<file path="src/rtl/synapse_current_gen.sv">
// rtl/synapse_current_gen.sv - presynaptic current generator: per-step decay plus saturating weighted spike sum
module synapse_current_gen #(
    parameter int N_PRE       = 8,
    parameter int W_WIDTH     = 12,
    parameter int DECAY_SHIFT = 3
) (
    input  logic                     clk,
    input  logic                     rst,
    input  logic                     step,
    input  logic [N_PRE-1:0]         spikes_in,
    input  logic                     w_we,
    input  logic [$clog2(N_PRE)-1:0] w_addr,
    input  logic [W_WIDTH-1:0]       w_data,
    output logic [15:0]              current_out,
    output logic                     current_valid,
    output logic                     busy
);
    localparam int AW = $clog2(N_PRE);
    localparam logic [AW:0]   ADDR_LIM = (AW+1)'(N_PRE);
    localparam logic [AW-1:0] LAST_IDX = AW'(N_PRE - 1);

    typedef enum logic [1:0] {IDLE, DECAY, ACCUM, DONE} state_t;

    state_t             state;
    logic [15:0]        acc;
    logic [N_PRE-1:0]   snap;
    logic [AW-1:0]      idx;
    logic [W_WIDTH-1:0] weights [N_PRE];
    logic [16:0]        sum;
    logic [15:0]        acc_add;

    // The weight read uses the pre-edge table, so a same-cycle write to idx lands next step.
    assign sum = {1'b0, acc} + {{(17-W_WIDTH){1'b0}}, weights[idx]};

    always_comb begin
        acc_add = acc;
        if (snap[idx]) acc_add = sum[16] ? 16'hFFFF : sum[15:0];
    end

    always_ff @(posedge clk or posedge rst) begin
        if (rst) begin
            state         <= IDLE;
            acc           <= '0;
            snap          <= '0;
            idx           <= '0;
            current_out   <= '0;
            current_valid <= 1'b0;
            busy          <= 1'b0;
            for (int i = 0; i < N_PRE; i++) weights[i] <= '0;
        end else begin
            if (w_we && ({1'b0, w_addr} < ADDR_LIM)) weights[w_addr] <= w_data;
            case (state)
                IDLE: begin
                    if (step) begin
                        snap  <= spikes_in;
                        idx   <= '0;
                        busy  <= 1'b1;
                        state <= DECAY;
                    end
                end
                DECAY: begin
                    // Truncating shift: currents below 2^DECAY_SHIFT hold steady.
                    acc   <= acc - (acc >> DECAY_SHIFT);
                    state <= ACCUM;
                end
                ACCUM: begin
                    acc <= acc_add;
                    idx <= idx + 1'b1;
                    if (idx == LAST_IDX) begin
                        current_out   <= acc_add;
                        current_valid <= 1'b1;
                        state         <= DONE;
                    end
                end
                DONE: begin
                    current_valid <= 1'b0;
                    busy          <= 1'b0;
                    state         <= IDLE;
                end
                default: state <= IDLE;
            endcase
        end
    end
endmodule
</file>
<file path="config.mk">
export PLATFORM = sky130hd
export DESIGN_NAME = synapse_current_gen
export DESIGN_NICKNAME = d
export VERILOG_FILES = /design/src/rtl/synapse_current_gen.sv
export SDC_FILE = /design/constraint.sdc
export NUM_CORES = 1
export LEC_CHECK = 0
export ABC_AREA = 1
export ABC_CLOCK_PERIOD_IN_PS = 6600
export CORE_MARGIN = 2
export CORE_UTILIZATION = 60
export DETAILED_ROUTE_END_ITERATION = 16
export PLACE_DENSITY_LB_ADDON = 0.3
export REMOVE_ABC_BUFFERS = 1
export SETUP_SLACK_MARGIN = 0.4
export SLEW_MARGIN = 20
export SYNTH_ARGS = -nofsm -noshare
export SYNTH_HDL_FRONTEND = slang
export SYNTH_SLANG_ARGS = --single-unit
</file>
<file path="constraint.sdc">
create_clock -name clk -period 6.6 [get_ports clk]
set_input_delay 1.32 -clock clk [delete_from_list [all_inputs] [get_ports clk]]
set_output_delay 1.32 -clock clk [all_outputs]
set_load 0.05 [all_outputs]
</file>
==> results of run 1 <==
[worst paths after layout]
path	from	end	slack [ns]	depth (start not counted)
hold reg to reg	weights[28]	weights[28]	0.48	2
max in group asynchronous	rst	idx[0]	4.05	3
setup reg to reg	idx[1]	acc[11]	2.77	20
setup / recovery	idx[1]	acc[11]	2.77	20
min in group asynchronous	rst	acc[1]	1.46	2
hold / removal	weights[28]	weights[28]	0.48	2
[per-stage QoR]
| stage | instances | utilization [%] | instance area, sq um |
|---|---|---|---|
| detailed placement | 1281 | 65.4 | 8660 |
| CTS | 1312 | 70.0 | 9270 |
| global route | 1312 | 70.0 | 9270 |
| floorplan | 1056 | - | 7950 |
| global placement | 1281 | 65.4 | 8660 |
| finish | 1312 | 70.0 | 9270 |
[final cells by class]
cell class                 instances  area [sq um]
clock buffer                      22           474
clock inverter                     9           133
fill                            1107          3980
inverter                         115           439
multi-input combinational        798          3940
sequential                       143          3580
tap                              176           220
timing repair buffer              49           478
[kinds of logic after synthesis]
logic type / Yosys count
simple gates: 501
compound gates: 252
buf+inv: 163
flops: 143
fa+ha+maj: 32
xor+xnor: 13
[report_power, final]
part / switching, mW / internal [mW]
clock: 0.357 / 0.622
combinational: 2.04 / 1.09
sequential: 0.239 / 1.13
total: 2.64 / 2.84
[cells in the mapped netlist, drive strengths merged]
library cell | number | area share, %
a21o | 5 | 0.46
a21oi | 24 | 1.5
a31oi | 13 | 1.0
and3 | 1 | 0.077
buf | 10 | 0.83
clkbuf | 38 | 1.7
clkinv | 1 | 0.046
dfrtp | 143 | 44
fa | 2 | 0.49
ha | 30 | 4.6
inv | 114 | 5.3
nand2 | 349 | 16
nand3 | 52 | 3.4
nand3b | 1 | 0.092
nand4 | 4 | 0.31
nor2 | 87 | 4.0
nor3 | 7 | 0.43
o211ai | 12 | 1.1
o21a | 1 | 0.092
o21ai | 177 | 11
o22ai | 20 | 2.1
xnor2 | 1 | 0.11
xor2 | 12 | 1.3
[routing by layer]
layer | part of all wire, % | up-vias
met5 | 0 | -
met4 | 1.7 | 0
met2 | 48 | 202
met3 | 4.7 | 31
met1 | 45 | 3525
li1 | - | 3636
[worst register-to-register path, stage by stage (launching register included)]
cell	delay, ns
dfrtp_1	0.95
buf_4	0.34
inv_4	0.12
o21ai_0	0.10
o22ai_1	0.09
nor2_1	0.09
a31oi_1	0.07
ha_1	0.29
fa_1	0.42
nand2_1	0.13
o21ai_2	0.09
nand2_1	0.07
nand2_1	0.07
nand2_1	0.08
nand3_2	0.29
inv_1	0.17
nand3_1	0.08
nand2_1	0.09
nand2_1	0.05
nand2_1	0.09
nand2_1	0.05
[flip-flops by register name, summed over array words and instances, names as in the netlist]
signal / flops
snap: 8
current_out: 16
busy: 1
idx: 3
acc: 16
state: 2
weights: 96
current_valid: 1
==> flow_metrics.env, run 1 <==
export IMPL_finalHoldViolCount=0
export IMPL_synth_mux_area_share_pct=0
export IMPL_gp_congestion=0.894
export IMPL_cts_buffers=17
export IMPL_first_pass_iters=5
export IMPL_crit_path_max_incr_delay_ns=0.95
export IMPL_total_power_mw=5.48
export IMPL_grt_max_degree=103
export IMPL_cts_tree="done"
export IMPL_tns_ns=0
export IMPL_drv_slew=0
export IMPL_coreArea_sq_um=13200
export IMPL_drtAntennaViolNets=0
export IMPL_final_setup_worst_slack_ns=2.77
export IMPL_syn_inst=1104
export IMPL_drive_gt1_share_pct=4.84
export IMPL_cts_htree_levels=4
export IMPL_mostFrequentLayoutCells="nand2_1 (347), o21ai_0 (170), dfrtp_1 (142), inv_1 (112), nor2_1 (87)"
export IMPL_ioPinCount=45
export IMPL_use_met1_pct=38.6
export IMPL_via_count=7394
export IMPL_worstMarginPinSlew_ns=1.03
export IMPL_pre_cts_slack_ns=2.84
export IMPL_route_detailed_drc=0
export IMPL_gr_usage_met2_pct=47.0
export IMPL_syn_area_per_cell_sq_um=7.39
export IMPL_portBuffers=44
export IMPL_whs_ns=0.481
export IMPL_hold_class="reg2reg"
export IMPL_rows=42
export IMPL_fin_crit_sh_pct=58.1
export IMPL_layout_commonest_cell="nand2_1"
export IMPL_dr_first_iter_drc_count=664
export IMPL_critPathTopFamily="simple AND/OR/NAND/NOR gates"
export IMPL_netlist_area_sq_um=8160
export IMPL_syn2layout_area_growth_pct=13.6
export IMPL_critPathRequiredTime_ns=6.91
export IMPL_start_kind="register"
export IMPL_ys_warn_count=0
export IMPL_synth_top_family_by_area="simple AND/OR/NAND/NOR gates"
export IMPL_endpoint_kind="register"
export IMPL_worstPathCellList="buf_4 -> inv_4 -> o21ai_0 -> o22ai_1 -> nor2_1 -> a31oi_1 -> ha_1 -> fa_1 -> nand2_1 -> o21ai_2 -> nand2_1 -> nand2_1 -> nand2_1 -> nand3_2 -> inv_1 -> nand3_1 -> nand2_1 -> nand2_1 -> nand2_1 -> nand2_1"
export IMPL_grt_usage_pct=28.6
export IMPL_gr_usage_met3_pct=4.29
export IMPL_cts_resized=0
export IMPL_worst_path_max_delay_cell="dfrtp_1"
export IMPL_p_leak_nw=4.74
export IMPL_clkTransAtPathRegs_ns=0.06
export IMPL_grt_pass1_vias=6972
export IMPL_rsz0062_at_grt="false"
export IMPL_cap_violations=0
export IMPL_status="finished clean"
export IMPL_ctsLongestPathBuffers=2
export IMPL_dieArea_sq_um=14600
export IMPL_diodes=0
export IMPL_ys_seq_area_share_pct=43.8
export IMPL_synth_compound_area_share_pct=17.3
export IMPL_yosys_area_share_simple_pct=24.5
export IMPL_synth_xor_area_share_pct=1.40
export IMPL_synth_seq_cells=143
export IMPL_grt_busiest_layer="met2"
export IMPL_max_freq_ghz=0.261
export IMPL_wirelength_mm=19.6
export IMPL_crit_top_cell="nand2_1"
export IMPL_dp_hpwl_mm=13.1
export IMPL_cts_hold_buffers_added=0
export IMPL_grt_ovfl_total=0
export IMPL_post_cts_setup_buffer_count=0
export IMPL_worstSetupPathType="reg2reg"
export IMPL_clock_latency_ns=0.43
export IMPL_path_buf_inv=3
export IMPL_layout_min_cycle_time_ns=3.83
export IMPL_relSlewSlack_pct=31.1
export IMPL_viasPerCell=5.64
export IMPL_arrival_ns=4.14
export IMPL_synth_fa_ha_area_share_pct=5.09
export IMPL_avgRoutedWirePerCell_um=14.9
export IMPL_setup_viol_count_final=0
export IMPL_cts_sinks=143
export IMPL_p_per_area_nw_per_um2=592
export IMPL_die_h_um=121
export IMPL_nets=1183
export IMPL_path_max_fanout=27
export IMPL_max_vdd_ir_drop_mv=0.243
export IMPL_start_util_pct=61.6
export IMPL_grt_pass1_wl_mm=33.1
export IMPL_antenna_found_initial=0
export IMPL_cts_root_buffer="clkbuf_16"
export IMPL_fin_worst_skew_ns=0.00907
export IMPL_yosysUniqueCellTypes=33
export IMPL_die_w_um=121
No activity file was read; power rests on OpenSTA's default activity.
==> run 2, diff against run 1 <==
Settings changed: ABC_CLOCK_PERIOD_IN_PS 6600 to 3880.
Clock period 6.6 ns to 3.88 ns, I/O delays scaled along.
==> flow_metrics.env, run 2 (same netlist as run 1, synthesis figures left out) <==
export IMPL_status="finished clean"
export IMPL_grt_pass1_wl_mm=34.5
export IMPL_grt_usage_pct=29.9
export IMPL_syn2layout_area_growth_pct=14.2
export IMPL_start_util_pct=61.6
export IMPL_coreArea_sq_um=13200
export IMPL_top_register="weights"
export IMPL_largest_reg_flops=96
export IMPL_relSlewSlack_pct=35.6
export IMPL_finalHoldViolCount=0
export IMPL_diodes=0
export IMPL_avgRoutedWirePerCell_um=15.4
export IMPL_rsz0062_at_grt="false"
export IMPL_layout_commonest_cell="nand2_1"
export IMPL_first_pass_iters=5
export IMPL_cap_violations=0
export IMPL_critPathRequiredTime_ns=4.20
export IMPL_die_h_um=121
export IMPL_dr_first_iter_drc_count=688
export IMPL_ioPinCount=45
export IMPL_cts_htree_levels=4
export IMPL_fin_crit_sh_pct=79.8
export IMPL_fin_worst_skew_ns=0.0106
export IMPL_hold_class="reg2reg"
export IMPL_top_regs="weights: 96 flops, acc: 16 flops, current_out: 16 flops"
export IMPL_crit_start="idx[0]"
export IMPL_min_from="weights[27]"
export IMPL_viasPerCell=5.67
export IMPL_portBuffers=44
export IMPL_max_freq_ghz=0.323
export IMPL_drtAntennaViolNets=0
export IMPL_antenna_found_initial=0
export IMPL_clkTransAtPathRegs_ns=0.06
export IMPL_layout_min_cycle_time_ns=3.10
export IMPL_clock_latency_ns=0.43
export IMPL_wirelength_mm=20.4
export IMPL_path_max_fanout=21
export IMPL_cts_tree="done"
export IMPL_cts_hold_buffers_added=0
export IMPL_final_setup_worst_slack_ns=0.783
export IMPL_arrival_ns=3.41
export IMPL_via_count=7502
export IMPL_grt_ovfl_total=0
export IMPL_worstMarginPinSlew_ns=0.963
export IMPL_grt_max_degree=66
export IMPL_die_w_um=121
export IMPL_dp_hpwl_mm=13.7
export IMPL_drive_gt1_share_pct=5.85
export IMPL_mostFrequentLayoutCells="nand2_1 (347), o21ai_0 (170), dfrtp_1 (141), inv_1 (112), nor2_1 (87)"
export IMPL_start_kind="register"
export IMPL_final_cell_area_sq_um=9320
export IMPL_grt_pass1_vias=7154
export IMPL_gp_congestion=0.935
export IMPL_postPlaceCellArea_sq_um=8740
export IMPL_cts_buffers=17
export IMPL_nets=1193
export IMPL_p_per_area_nw_per_um2=1000
export IMPL_p_leak_nw=4.78
export IMPL_endpoint_kind="register"
export IMPL_cts_sinks=143
export IMPL_rows=42
export IMPL_ctsLongestPathBuffers=2
export IMPL_max_vdd_ir_drop_mv=0.440
export IMPL_cts_root_buffer="clkbuf_16"
export IMPL_pre_cts_slack_ns=0.607
export IMPL_total_power_mw=9.32
export IMPL_worstSetupPathType="reg2reg"
export IMPL_drv_slew=0
export IMPL_timing_rr_start="idx[0]"
export IMPL_dieArea_sq_um=14600
export IMPL_post_route_util_pct=70.4
export IMPL_route_detailed_drc=0
export IMPL_setup_viol_count_final=0
## run 2: area by class of cell
class / count / area (sq um)
Multi-Input combinational cell: 798 / 3950
Timing Repair Buffer: 59 / 566
Fill cell: 1102 / 3920
Inverter: 115 / 439
Tap cell: 176 / 220
Clock buffer: 20 / 457
Sequential cell: 143 / 3580
Clock inverter: 11 / 106
## run 2: power by group
part	leakage (nW)	internal [mW]	total (mW)	switching (mW)
Combinational	2.70	1.91	5.42	3.51
Sequential	1.80	1.92	2.33	0.409
Clock	0.281	0.917	1.57	0.652
## run 2: layer usage
metal | GRT usage, % | vias to the layer above | share of wire, %
met5 | 0 | - | 0
met4 | 7.70 | 0 | 1.2
met3 | 5.57 | 25 | 5.5
met2 | 49.7 | 228 | 49
met1 | 40.4 | 3601 | 45
li1 | - | 3648 | -
## run 2: worst max-delay path: stages (launching register included)
cell     delay [ns]
dfrtp_4        0.56
inv_1          0.10
buf_4          0.24
o21ai_0        0.12
o22ai_1        0.17
nor2_1         0.07
a31oi_1        0.28
ha_1           0.33
nand2_1        0.09
inv_1          0.07
a21oi_1        0.14
nand2_1        0.09
nand2_1        0.11
nand3_4        0.19
inv_1          0.13
nand3_1        0.07
nand2_1        0.08
nand2_1        0.05
nand2_1        0.06
nand2_1        0.04
## run 2: path summary, 6_finish.rpt
check	end	slack [ns]	cells past startpoint
max	acc[11]	0.78	19
min	weights[27]	0.48	2
max reg2reg	acc[11]	0.78	19
min reg2reg	weights[27]	0.48	2
max in group asynchronous	weights[9]	2.33	3
min in group asynchronous	acc[8]	0.80	2
## run 2: what timing repair did
item                                    4_1_cts  5_1_grt
resized for setup                             0        3
setup buffers                                 0        1
endpoints found under the setup margin        0       25
## run 2: stage by stage
step | cells | TNS, ns | hold WS [ns]
finish | 1322 | 0 | 0.483
global route | 1322 | 0 | 0.503
CTS | 1321 | 0 | 0.484
detailed placement | 1290 | 0 | 0.469
global placement | 1290 | 0 | 0.460
floorplan | 1056 | -112.36 | 0.448
==> run 3, diff against run 2 <==
Settings changed: ABC_CLOCK_PERIOD_IN_PS 3880 to 3070.
Clock period 3.88 ns to 3.07 ns, I/O delays scaled along.
==> flow_metrics.env, run 3 (same netlist as run 1, synthesis figures left out) <==
export IMPL_status="finished clean"
export IMPL_drv_slew=0
export IMPL_grt_max_degree=64
export IMPL_gp_congestion=0.986
export IMPL_dieArea_sq_um=14600
export IMPL_top_register="weights"
export IMPL_fin_crit_sh_pct=98.6
export IMPL_mostFrequentLayoutCells="nand2_1 (326), o21ai_0 (153), dfrtp_1 (141), inv_1 (108), nor2_1 (81)"
export IMPL_cts_sinks=143
export IMPL_die_w_um=121
export IMPL_cap_violations=0
export IMPL_critPathRequiredTime_ns=3.39
export IMPL_first_pass_iters=8
export IMPL_clock_latency_ns=0.44
export IMPL_finalHoldViolCount=0
export IMPL_timing_rr_start="idx[0]"
export IMPL_path_max_fanout=6
export IMPL_rows=42
export IMPL_fin_worst_skew_ns=0.00639
export IMPL_crit_path_max_incr_delay_ns=0.48
export IMPL_grt_ovfl_total=0
export IMPL_worstSetupPathType="reg2reg"
export IMPL_viasPerCell=6.12
export IMPL_min_from="current_out[13]"
export IMPL_tns_ns=0
export IMPL_grt_pass1_vias=7329
export IMPL_antenna_found_initial=0
export IMPL_die_h_um=121
export IMPL_diodes=0
export IMPL_cts_hold_buffers_added=0
export IMPL_start_kind="register"
export IMPL_cts_buffers=17
export IMPL_start_util_pct=61.6
export IMPL_largest_reg_flops=96
export IMPL_relSlewSlack_pct=40.7
export IMPL_ioPinCount=45
export IMPL_crit_start="idx[0]"
export IMPL_via_count=8265
export IMPL_layout_min_cycle_time_ns=3.03
export IMPL_drive_gt1_share_pct=14.0
export IMPL_setup_viol_count_final=0
export IMPL_avgRoutedWirePerCell_um=18.0
export IMPL_top_regs="weights: 96 flops, acc: 16 flops, current_out: 16 flops"
export IMPL_clkTransAtPathRegs_ns=0.06
export IMPL_worst_path_max_delay_cell="dfrtp_2"
export IMPL_hold_class="reg2reg"
export IMPL_dr_first_iter_drc_count=946
export IMPL_dp_hpwl_mm=13.9
export IMPL_critPathTopFamily="simple AND/OR/NAND/NOR gates"
export IMPL_grt_pass1_wl_mm=34.8
export IMPL_cts_tree="done"
export IMPL_route_detailed_drc=0
export IMPL_worstPathCellList="buf_6 -> clkbuf_16 -> o211ai_1 -> a31oi_1 -> ha_2 -> fa_2 -> nand2_4 -> o21ai_4 -> nand2_2 -> nand2_2 -> nand2_2 -> nand3_4 -> clkbuf_16 -> o22ai_2 -> nand2_1 -> nand2_1 -> nand2_1"
export IMPL_syn2layout_area_growth_pct=24.9
export IMPL_nets=1221
export IMPL_path_buf_inv=3
export IMPL_cts_root_buffer="clkbuf_16"
export IMPL_max_freq_ghz=0.331
export IMPL_cts_htree_levels=4
export IMPL_drtAntennaViolNets=0
export IMPL_portBuffers=44
export IMPL_layout_commonest_cell="nand2_1"
export IMPL_coreArea_sq_um=13200
export IMPL_arrival_ns=3.34
export IMPL_endpoint_kind="register"
export IMPL_grt_usage_pct=30.3
export IMPL_worstMarginPinSlew_ns=0.888
export IMPL_ctsLongestPathBuffers=2
export IMPL_wirelength_mm=24.3
export IMPL_rsz0062_at_grt="true"
run 3: cell count changes in the layout (fill, tap and decap cells not counted), moves of 10 or more:
cell	change
nand2_1	-21
nand2_2	+18
o21ai_0	-17
o21ai_1	+15
buf_4	+10
nand3_1	-10
run 3: path summary, 6_finish.rpt:
kind / slack [ns] / endpoint / depth (start not counted)
max in group asynchronous: 1.80 / weights[51] / 3
max: 0.04 / acc[6] / 17
min reg2reg: 0.48 / current_out[13] / 2
min: 0.48 / current_out[13] / 2
max reg2reg: 0.04 / acc[6] / 17
min in group asynchronous: 0.64 / current_out[1] / 2
run 3: final cells by class:
class | count | area, sq um
clock inverter | 13 | 184
clock buffer | 19 | 453
timing repair buffer | 87 | 956
sequential | 143 | 3580
fill | 907 | 3050
multi-input combinational | 798 | 4350
tap | 176 | 220
inverter | 115 | 454
run 3: routing by layer:
metal / vias to the layer above / global-route usage (%) / part of all wire, % / wire [um]
met1: 3935 / 38.8 / 39 / 9580
met3: 117 / 5.00 / 7.4 / 1790
met5: - / 0 / 0 / 0
li1: 3710 / - / - / -
met2: 503 / 50.9 / 49 / 12000
met4: 0 / 12.9 / 4.1 / 998
run 3: what timing repair did:
action | CTS | global route
setup buffers | 3 | 13
pin swaps | 3 | 25
cloned | 0 | 8
gates resized for setup | 18 | 95
setup endpoints to repair | 32 | 32
run 3: tightest hold or removal path, stage by stage, from the launching register on:
cell,delay (ns)
dfrtp_1,0.34
nand2_1,0.06
nand2_1,0.05
run 3: stage by stage:
step	std cells	area, sq um	setup WS (ns)	util [%]	hold WS (ns)
2_1_floorplan	1056	7950	-1.38	-	0.448
5_1_grt	1351	10200	-0.0562	77.0	0.506
3_3_place_gp	1295	8840	0.276	66.8	0.461
4_1_cts	1330	9580	0.304	72.3	0.482
6_report	1351	10200	0.0445	77.0	0.482
3_5_place_dp	1295	8840	0.184	66.8	0.468
Power of run 3 is not shown: default switching activity piles up to over one toggle a cycle in this logic, so the estimate is an artifact.
